### config.mk
export PLATFORM = sky130hd
export DESIGN_NAME = btn_event_nexys3
export DESIGN_NICKNAME = d
export VERILOG_FILES = /design/src/rtl/btn_event_nexys3_pkg.sv /design/src/rtl/btn_event_nexys3_unit.sv /design/src/rtl/btn_event_nexys3.sv
export SDC_FILE = /design/constraint.sdc
export NUM_CORES = 1
export LEC_CHECK = 0
export BUFFER_PORTS_ARGS = -buffer_cell sky130_fd_sc_hd__buf_2
export CORE_AREA = 2 2 90 92
export CTS_CLUSTER_DIAMETER = 60
export DETAILED_ROUTE_END_ITERATION = 10
export DIE_AREA = 0 0 92 94
export PLACE_DENSITY_LB_ADDON = 0.1
export SLEW_MARGIN = 25
export SYNTH_ARGS = -nofsm -noshare
export SYNTH_HDL_FRONTEND = slang
export SYNTH_SLANG_ARGS = --single-unit
### constraint.sdc
create_clock -name clk -period 2.8 [get_ports clk]
set_input_delay 0.7 -clock clk [delete_from_list [all_inputs] [get_ports clk]]
set_output_delay 0.7 -clock clk [all_outputs]
set_load 0.05 [all_outputs]
### src/rtl/btn_event_nexys3_pkg.sv
// btn_event_nexys3_pkg: shared button FSM encodings and elaboration-time width helpers.
package btn_event_nexys3_pkg;

    typedef enum logic [1:0] {
        BTN_IDLE   = 2'd0,
        BTN_HOLD   = 2'd1,
        BTN_REPEAT = 2'd2
    } btn_state_t;

    function automatic int clog2(input int v);
        int r;
        r = 0;
        while ((1 << r) < v) r++;
        return r;
    endfunction

    function automatic int max_int(input int a, input int b);
        return (a > b) ? a : b;
    endfunction

    // An index bus needs at least one bit even for a single button.
    function automatic int code_width(input int n);
        return (n > 1) ? clog2(n) : 1;
    endfunction

endpackage

### src/rtl/btn_event_nexys3_unit.sv
// btn_event_unit: per-button synchroniser, IDLE/HOLD/REPEAT FSM and millisecond hold counter.
module btn_event_unit
    import btn_event_nexys3_pkg::*;
#(
    parameter int HOLD_DELAY_MS = 500,
    parameter int REPEAT_MS     = 100
)(
    input  logic clk,
    input  logic rst_n,
    input  logic btn,
    input  logic ms_tick,
    output logic press,
    output logic rpt,
    output logic rel,
    output logic held
);

    localparam int CNT_W = clog2(max_int(HOLD_DELAY_MS, REPEAT_MS) + 1);

    logic             s1, s2;
    btn_state_t       st;
    logic [CNT_W-1:0] cnt, cnt_nxt, lim;

    assign held    = s2;
    assign cnt_nxt = cnt + 1'b1;
    assign lim     = (st == BTN_HOLD) ? CNT_W'(HOLD_DELAY_MS) : CNT_W'(REPEAT_MS);

    always_ff @(posedge clk or negedge rst_n) begin
        if (!rst_n) begin
            s1    <= 1'b0;
            s2    <= 1'b0;
            st    <= BTN_IDLE;
            cnt   <= '0;
            press <= 1'b0;
            rpt   <= 1'b0;
            rel   <= 1'b0;
        end else begin
            s1    <= btn;
            s2    <= s1;
            press <= 1'b0;
            rpt   <= 1'b0;
            rel   <= 1'b0;
            case (st)
                BTN_IDLE: begin
                    if (s2) begin
                        press <= 1'b1;
                        cnt   <= '0;
                        st    <= BTN_HOLD;
                    end
                end
                default: begin
                    // Release wins over a repeat falling due in the same cycle.
                    if (!s2) begin
                        rel <= 1'b1;
                        st  <= BTN_IDLE;
                    end else if (ms_tick) begin
                        if (cnt_nxt == lim) begin
                            press <= 1'b1;
                            rpt   <= 1'b1;
                            cnt   <= '0;
                            st    <= BTN_REPEAT;
                        end else begin
                            cnt <= cnt_nxt;
                        end
                    end
                end
            endcase
        end
    end

endmodule

### src/rtl/btn_event_nexys3.sv
// btn_event_nexys3: button levels to press/release/repeat pulses plus a queued valid/ack event stream.
module btn_event_nexys3
    import btn_event_nexys3_pkg::*;
#(
    parameter  int CLK_FREQ      = 10,
    parameter  int BTN_NUM       = 4,
    parameter  int HOLD_DELAY_MS = 500,
    parameter  int REPEAT_MS     = 100,
    localparam int CW            = code_width(BTN_NUM)
)(
    input  logic               clk,
    input  logic               rst_n,
    input  logic [BTN_NUM-1:0] btn_i,
    output logic [BTN_NUM-1:0] press_o,
    output logic [BTN_NUM-1:0] release_o,
    output logic [BTN_NUM-1:0] held_o,
    output logic               evt_valid,
    output logic [CW-1:0]      evt_code,
    output logic               evt_repeat,
    input  logic               evt_ack,
    output logic               evt_lost
);

    localparam int TICKS = CLK_FREQ * 1000;
    localparam int PW    = clog2(TICKS);

    logic [PW-1:0]      pre;
    logic               ms_tick;
    logic [BTN_NUM-1:0] rpt, pend, prep, clr;
    logic [CW-1:0]      sel;
    logic               any_pend, load;

    assign ms_tick = pre == PW'(TICKS - 1);

    always_ff @(posedge clk or negedge rst_n) begin
        if (!rst_n) pre <= '0;
        else        pre <= ms_tick ? '0 : pre + 1'b1;
    end

    for (genvar g = 0; g < BTN_NUM; g++) begin : g_unit
        btn_event_unit #(
            .HOLD_DELAY_MS(HOLD_DELAY_MS),
            .REPEAT_MS    (REPEAT_MS)
        ) u_unit (
            .clk    (clk),
            .rst_n  (rst_n),
            .btn    (btn_i[g]),
            .ms_tick(ms_tick),
            .press  (press_o[g]),
            .rpt    (rpt[g]),
            .rel    (release_o[g]),
            .held   (held_o[g])
        );
    end

    // Lowest-index pending button is presented first.
    always_comb begin
        sel = '0;
        for (int i = BTN_NUM - 1; i >= 0; i--)
            if (pend[i]) sel = CW'(i);
    end

    assign any_pend = |pend;
    assign load     = (!evt_valid || evt_ack) && any_pend;
    assign clr      = load ? BTN_NUM'(1) << sel : '0;

    always_ff @(posedge clk or negedge rst_n) begin
        if (!rst_n) begin
            pend       <= '0;
            prep       <= '0;
            evt_valid  <= 1'b0;
            evt_code   <= '0;
            evt_repeat <= 1'b0;
            evt_lost   <= 1'b0;
        end else begin
            // A new pulse on a slot being drained this cycle refills it rather than being lost.
            pend     <= (pend & ~clr) | press_o;
            prep     <= (press_o & rpt) | (prep & ~press_o);
            evt_lost <= |(press_o & pend & ~clr);
            if (!evt_valid || evt_ack) evt_valid <= any_pend;
            if (load) begin
                evt_code   <= sel;
                evt_repeat <= prep[sel];
            end
        end
    end

endmodule

==> impl_metrics.csv <==
group,metric,value,unit
outcome,status,"finished, final reports clean",
final_layout,final_layout_size_suffix_gt1_frac,0.121,
timing,worst_clock_skew,0.0110,ns
clock_tree,numCtsBuffers,9,
worst_setup_path,max_stage_delay,0.51,ns
synth,yosys-top-cells-count,"91 x dfrtp_1, 51 x nand2_1, 44 x nor2_1, 37 x o21ai_0, 32 x nand3_1",
synth,synth_area,0.00452,mm^2
worst_setup_path,r2r_cells,8,
routing,final_antenna_net_count,0,
final_layout,final_area,0.00488,mm^2
final_layout,fin_cells,596,
power_and_ir_drop,leakage,2.12,nW
timing,slew_violations,0,
synth,synth-edff-count,0,
synth,avgSynthCellArea,9.47,um^2
synth,async_flop_share,1.00,
floorplanning,initial_core_util,0.594,
grt,grt_pass1_vias,3309,
timing,period_minus_slack,2.42,ns
clock_tree,htree_levels,3,
flow_run,maxCapViolCount,0,
worst_setup_path,required,3.04,ns
synth,yosysWarnings,0,
synth,synthCells,477,
grt,grt_max_degree,77,
clock_tree,cts_root_buf,"clkbuf_8",
routing,drc,0,
place,gp_congestion,0.877,
worst_setup_path,worstSetupPathType,"register to register",
worst_setup_path,critPathMaxFanout,5,
routing,dr.pass1.iters,4,
grt,grt.total_usage,0.217,
grt,antenna_found_initial,0,
clock_tree,clkTransAtPathRegs,0.09,ns
timing,timing_hold_violations_final,0,
clock_tree,clkSinkCount,91,
power_and_ir_drop,irDropWorstVdd,433,uV
worst_setup_path,crit_end,"g_unit[0].u_unit.cnt[5]$_DFFE_PN0P_",
grt,grt-ovfl-total,0,
timing,period_share,0.864,
worst_setup_path,r2r_end,"g_unit[0].u_unit.cnt[5]$_DFFE_PN0P_",
synth,synth_seq_area_share,0.504,
floorplanning,core.rowCount,32,
synth,yosysUniqueCellTypes,59,
timing,worst_pin_slew,0.773,ns
synth,yosysMostFrequentCell,"dfrtp_1",
worst_setup_path,crit_chain,"ha_1 -> nand2_1 -> or3_1 -> a211oi_2 -> a311oi_1 -> o41a_1 -> a211oi_1 -> nor2_1",
routing,wl_per_cell,14.1,um
power_and_ir_drop,powerDensity,529,mW/mm^2
worst_setup_path,critPathLaunch,"g_unit[0].u_unit.cnt[0]$_DFFE_PN0P_",
grt,grt_pass1_wl,15.1,mm
floorplanning,coreArea,0.00761,mm^2
timing,setup_violations,0,
clock_tree,cts_buffer_depth,2,
synth,synthFlopType,"dfrtp_1",
synth,syn_nets,489,
floorplanning,boundaryPins,24,
floorplanning,dieArea,0.00865,mm^2
routing,vias,3463,
clock_tree,post_cts_resize_count,0,
place,placed_cells,580,
routing,drt-total-wl,8.43,mm
worst_setup_path,end_kind,"register",
worst_setup_path,cp_data_arrival_time,2.66,ns
floorplanning,die_w,92,um
clock_tree,cts_hold_buf,0,
floorplanning,die_y,94,um
synth,synth_top_area_cell,"dfrtp_1",
timing,whs,0.186,ns
power_and_ir_drop,fin_total_pwr,2.58,mW
place,place_area,0.00465,mm^2
timing,fin_ws,0.380,ns
timing,rsz0062_at_grt,"no",
clock_tree,cts_tree,"built",
timing,slew_headroom,0.479,
place,place_hpwl,5.77,mm
worst_setup_path,r2r-start,"g_unit[0].u_unit.cnt[0]$_DFFE_PN0P_",
clock_tree,postCtsSetupBuffers,0,
worst_setup_path,worst-r2r-setup-slack,0.38,ns
routing,routed_via_density,5.81,
synth,synth_seq_cells,91,
routing,drt_iter0_drc,188,
place,io_buffers,23,
final_layout,area_growth,8.00,%
worst_setup_path,crit_path_start_kind,"register",
final_layout,antennaDiodeCount,0,
timing,fmax,413,MHz
final_layout,final_util,0.641,
synth,synth_top_cells_by_area,"dfrtp_1 50%, nand2_1 4.2%, o21ai_0 4.1%",
timing,fin_setup_tns,0,ns
worst_hold_path,min_path_type,"input pin to asynchronous set/reset pin",
final_layout,nets,501,
worst_setup_path,slowest_stage,"o41a_1",
place,dp_slack,0.402,ns
clock_tree,clock_latency,0.36,ns
synth,synth.top_cell.area_share,0.504,
[report_power, final]
part	internal, mW	switching (mW)	total, mW	leakage (nW)
combinational	0.0480	0.145	0.193	0.802
clock	0.555	0.456	1.01	0.120
sequential	1.34	0.0309	1.38	1.20
total	1.95	0.632	2.58	2.12
[cell type report]
| cell class | instances | area, um^2 |
|---|---|---|
| clock buffers | 11 | 151 |
| clock inverters | 5 | 82.6 |
| fillers | 616 | 2730 |
| inverters | 16 | 60.1 |
| multi-input cells | 343 | 2010 |
| flip-flops and latches | 91 | 2280 |
| well taps | 102 | 128 |
| repair buffers | 28 | 168 |
[cell usage in the layout (no fill, tap or decap), types with 6 or more instances in the layout]
| master | n |
|---|---|
| dfrtp_1 | 91 |
| nand2_1 | 51 |
| nor2_1 | 44 |
| o21ai_0 | 37 |
| nand3_1 | 32 |
| buf_2 | 22 |
| a21oi_1 | 20 |
| inv_1 | 15 |
| xor2_1 | 12 |
| clkbuf_8 | 11 |
| and3_1 | 10 |
| nor3_1 | 10 |
| xnor2_1 | 10 |
| or3_1 | 10 |
| a21o_1 | 9 |
| nand4_1 | 9 |
| nor2b_1 | 8 |
| nor4_1 | 7 |
| or2_2 | 6 |
[critical path: cells and delay by family, from the launching register on]
kind            cells  cell delay [ns]
fa+ha+maj           1             0.23
flops               1             0.40
compound gates      4             1.10
simple gates        3             0.59
[registers in the layout, indices dropped and copies added, names as in the netlist, named ones only]
signal and cells:
evt_code 2, evt_lost 1, evt_repeat 1, evt_valid 1, g_unit.u_unit.cnt 36, g_unit.u_unit.held 4
g_unit.u_unit.press 4, g_unit.u_unit.rel 4, g_unit.u_unit.rpt 4, g_unit.u_unit.s1 4, g_unit.u_unit.st 8, pend 4
pre 14
[how the worst min path moves through the flow]
| stage | from | endpoint | slack (ns) | cells after the start |
|---|---|---|---|---|
| detailed placement | g_unit[1].u_unit.s1$_DFF_PN0_ | g_unit[1].u_unit.held$_DFF_PN0_ | 0.34 | 0 |
| floorplan | g_unit[0].u_unit.s1$_DFF_PN0_ | g_unit[0].u_unit.held$_DFF_PN0_ | 0.33 | 0 |
| finish | rst_n | g_unit[3].u_unit.cnt[7]$_DFFE_PN0P_ | 0.19 | 1 |
| global route | rst_n | g_unit[3].u_unit.cnt[7]$_DFFE_PN0P_ | 0.19 | 1 |
| CTS | rst_n | g_unit[3].u_unit.cnt[7]$_DFFE_PN0P_ | 0.19 | 1 |
| global placement | g_unit[1].u_unit.s1$_DFF_PN0_ | g_unit[1].u_unit.held$_DFF_PN0_ | 0.33 | 0 |
[layer usage]
layer / part of all wire / up-vias / wire length, um / track usage
li1: - / 1707 / - / -
met1: 0.48 / 1680 / 4050 / 0.296
met2: 0.47 / 65 / 3960 / 0.350
met3: 0.035 / 11 / 297 / 0.0361
met4: 0.016 / 0 / 131 / 0.0871
met5: 0 / - / 0 / 0
[logic make-up after synthesis]
group | after synthesis | share of synthesized area
XOR/XNOR | 22 | 0.0426
adder cells (fa/ha/maj) | 5 | 0.0138
flip-flops | 91 | 0.504
buffers and inverters | 43 | 0.0504
multiplexers | 6 | 0.0144
AO/OA/AOI/OAI | 100 | 0.140
AND/OR/NAND/NOR | 210 | 0.235
(Power assumes the default switching activity.)
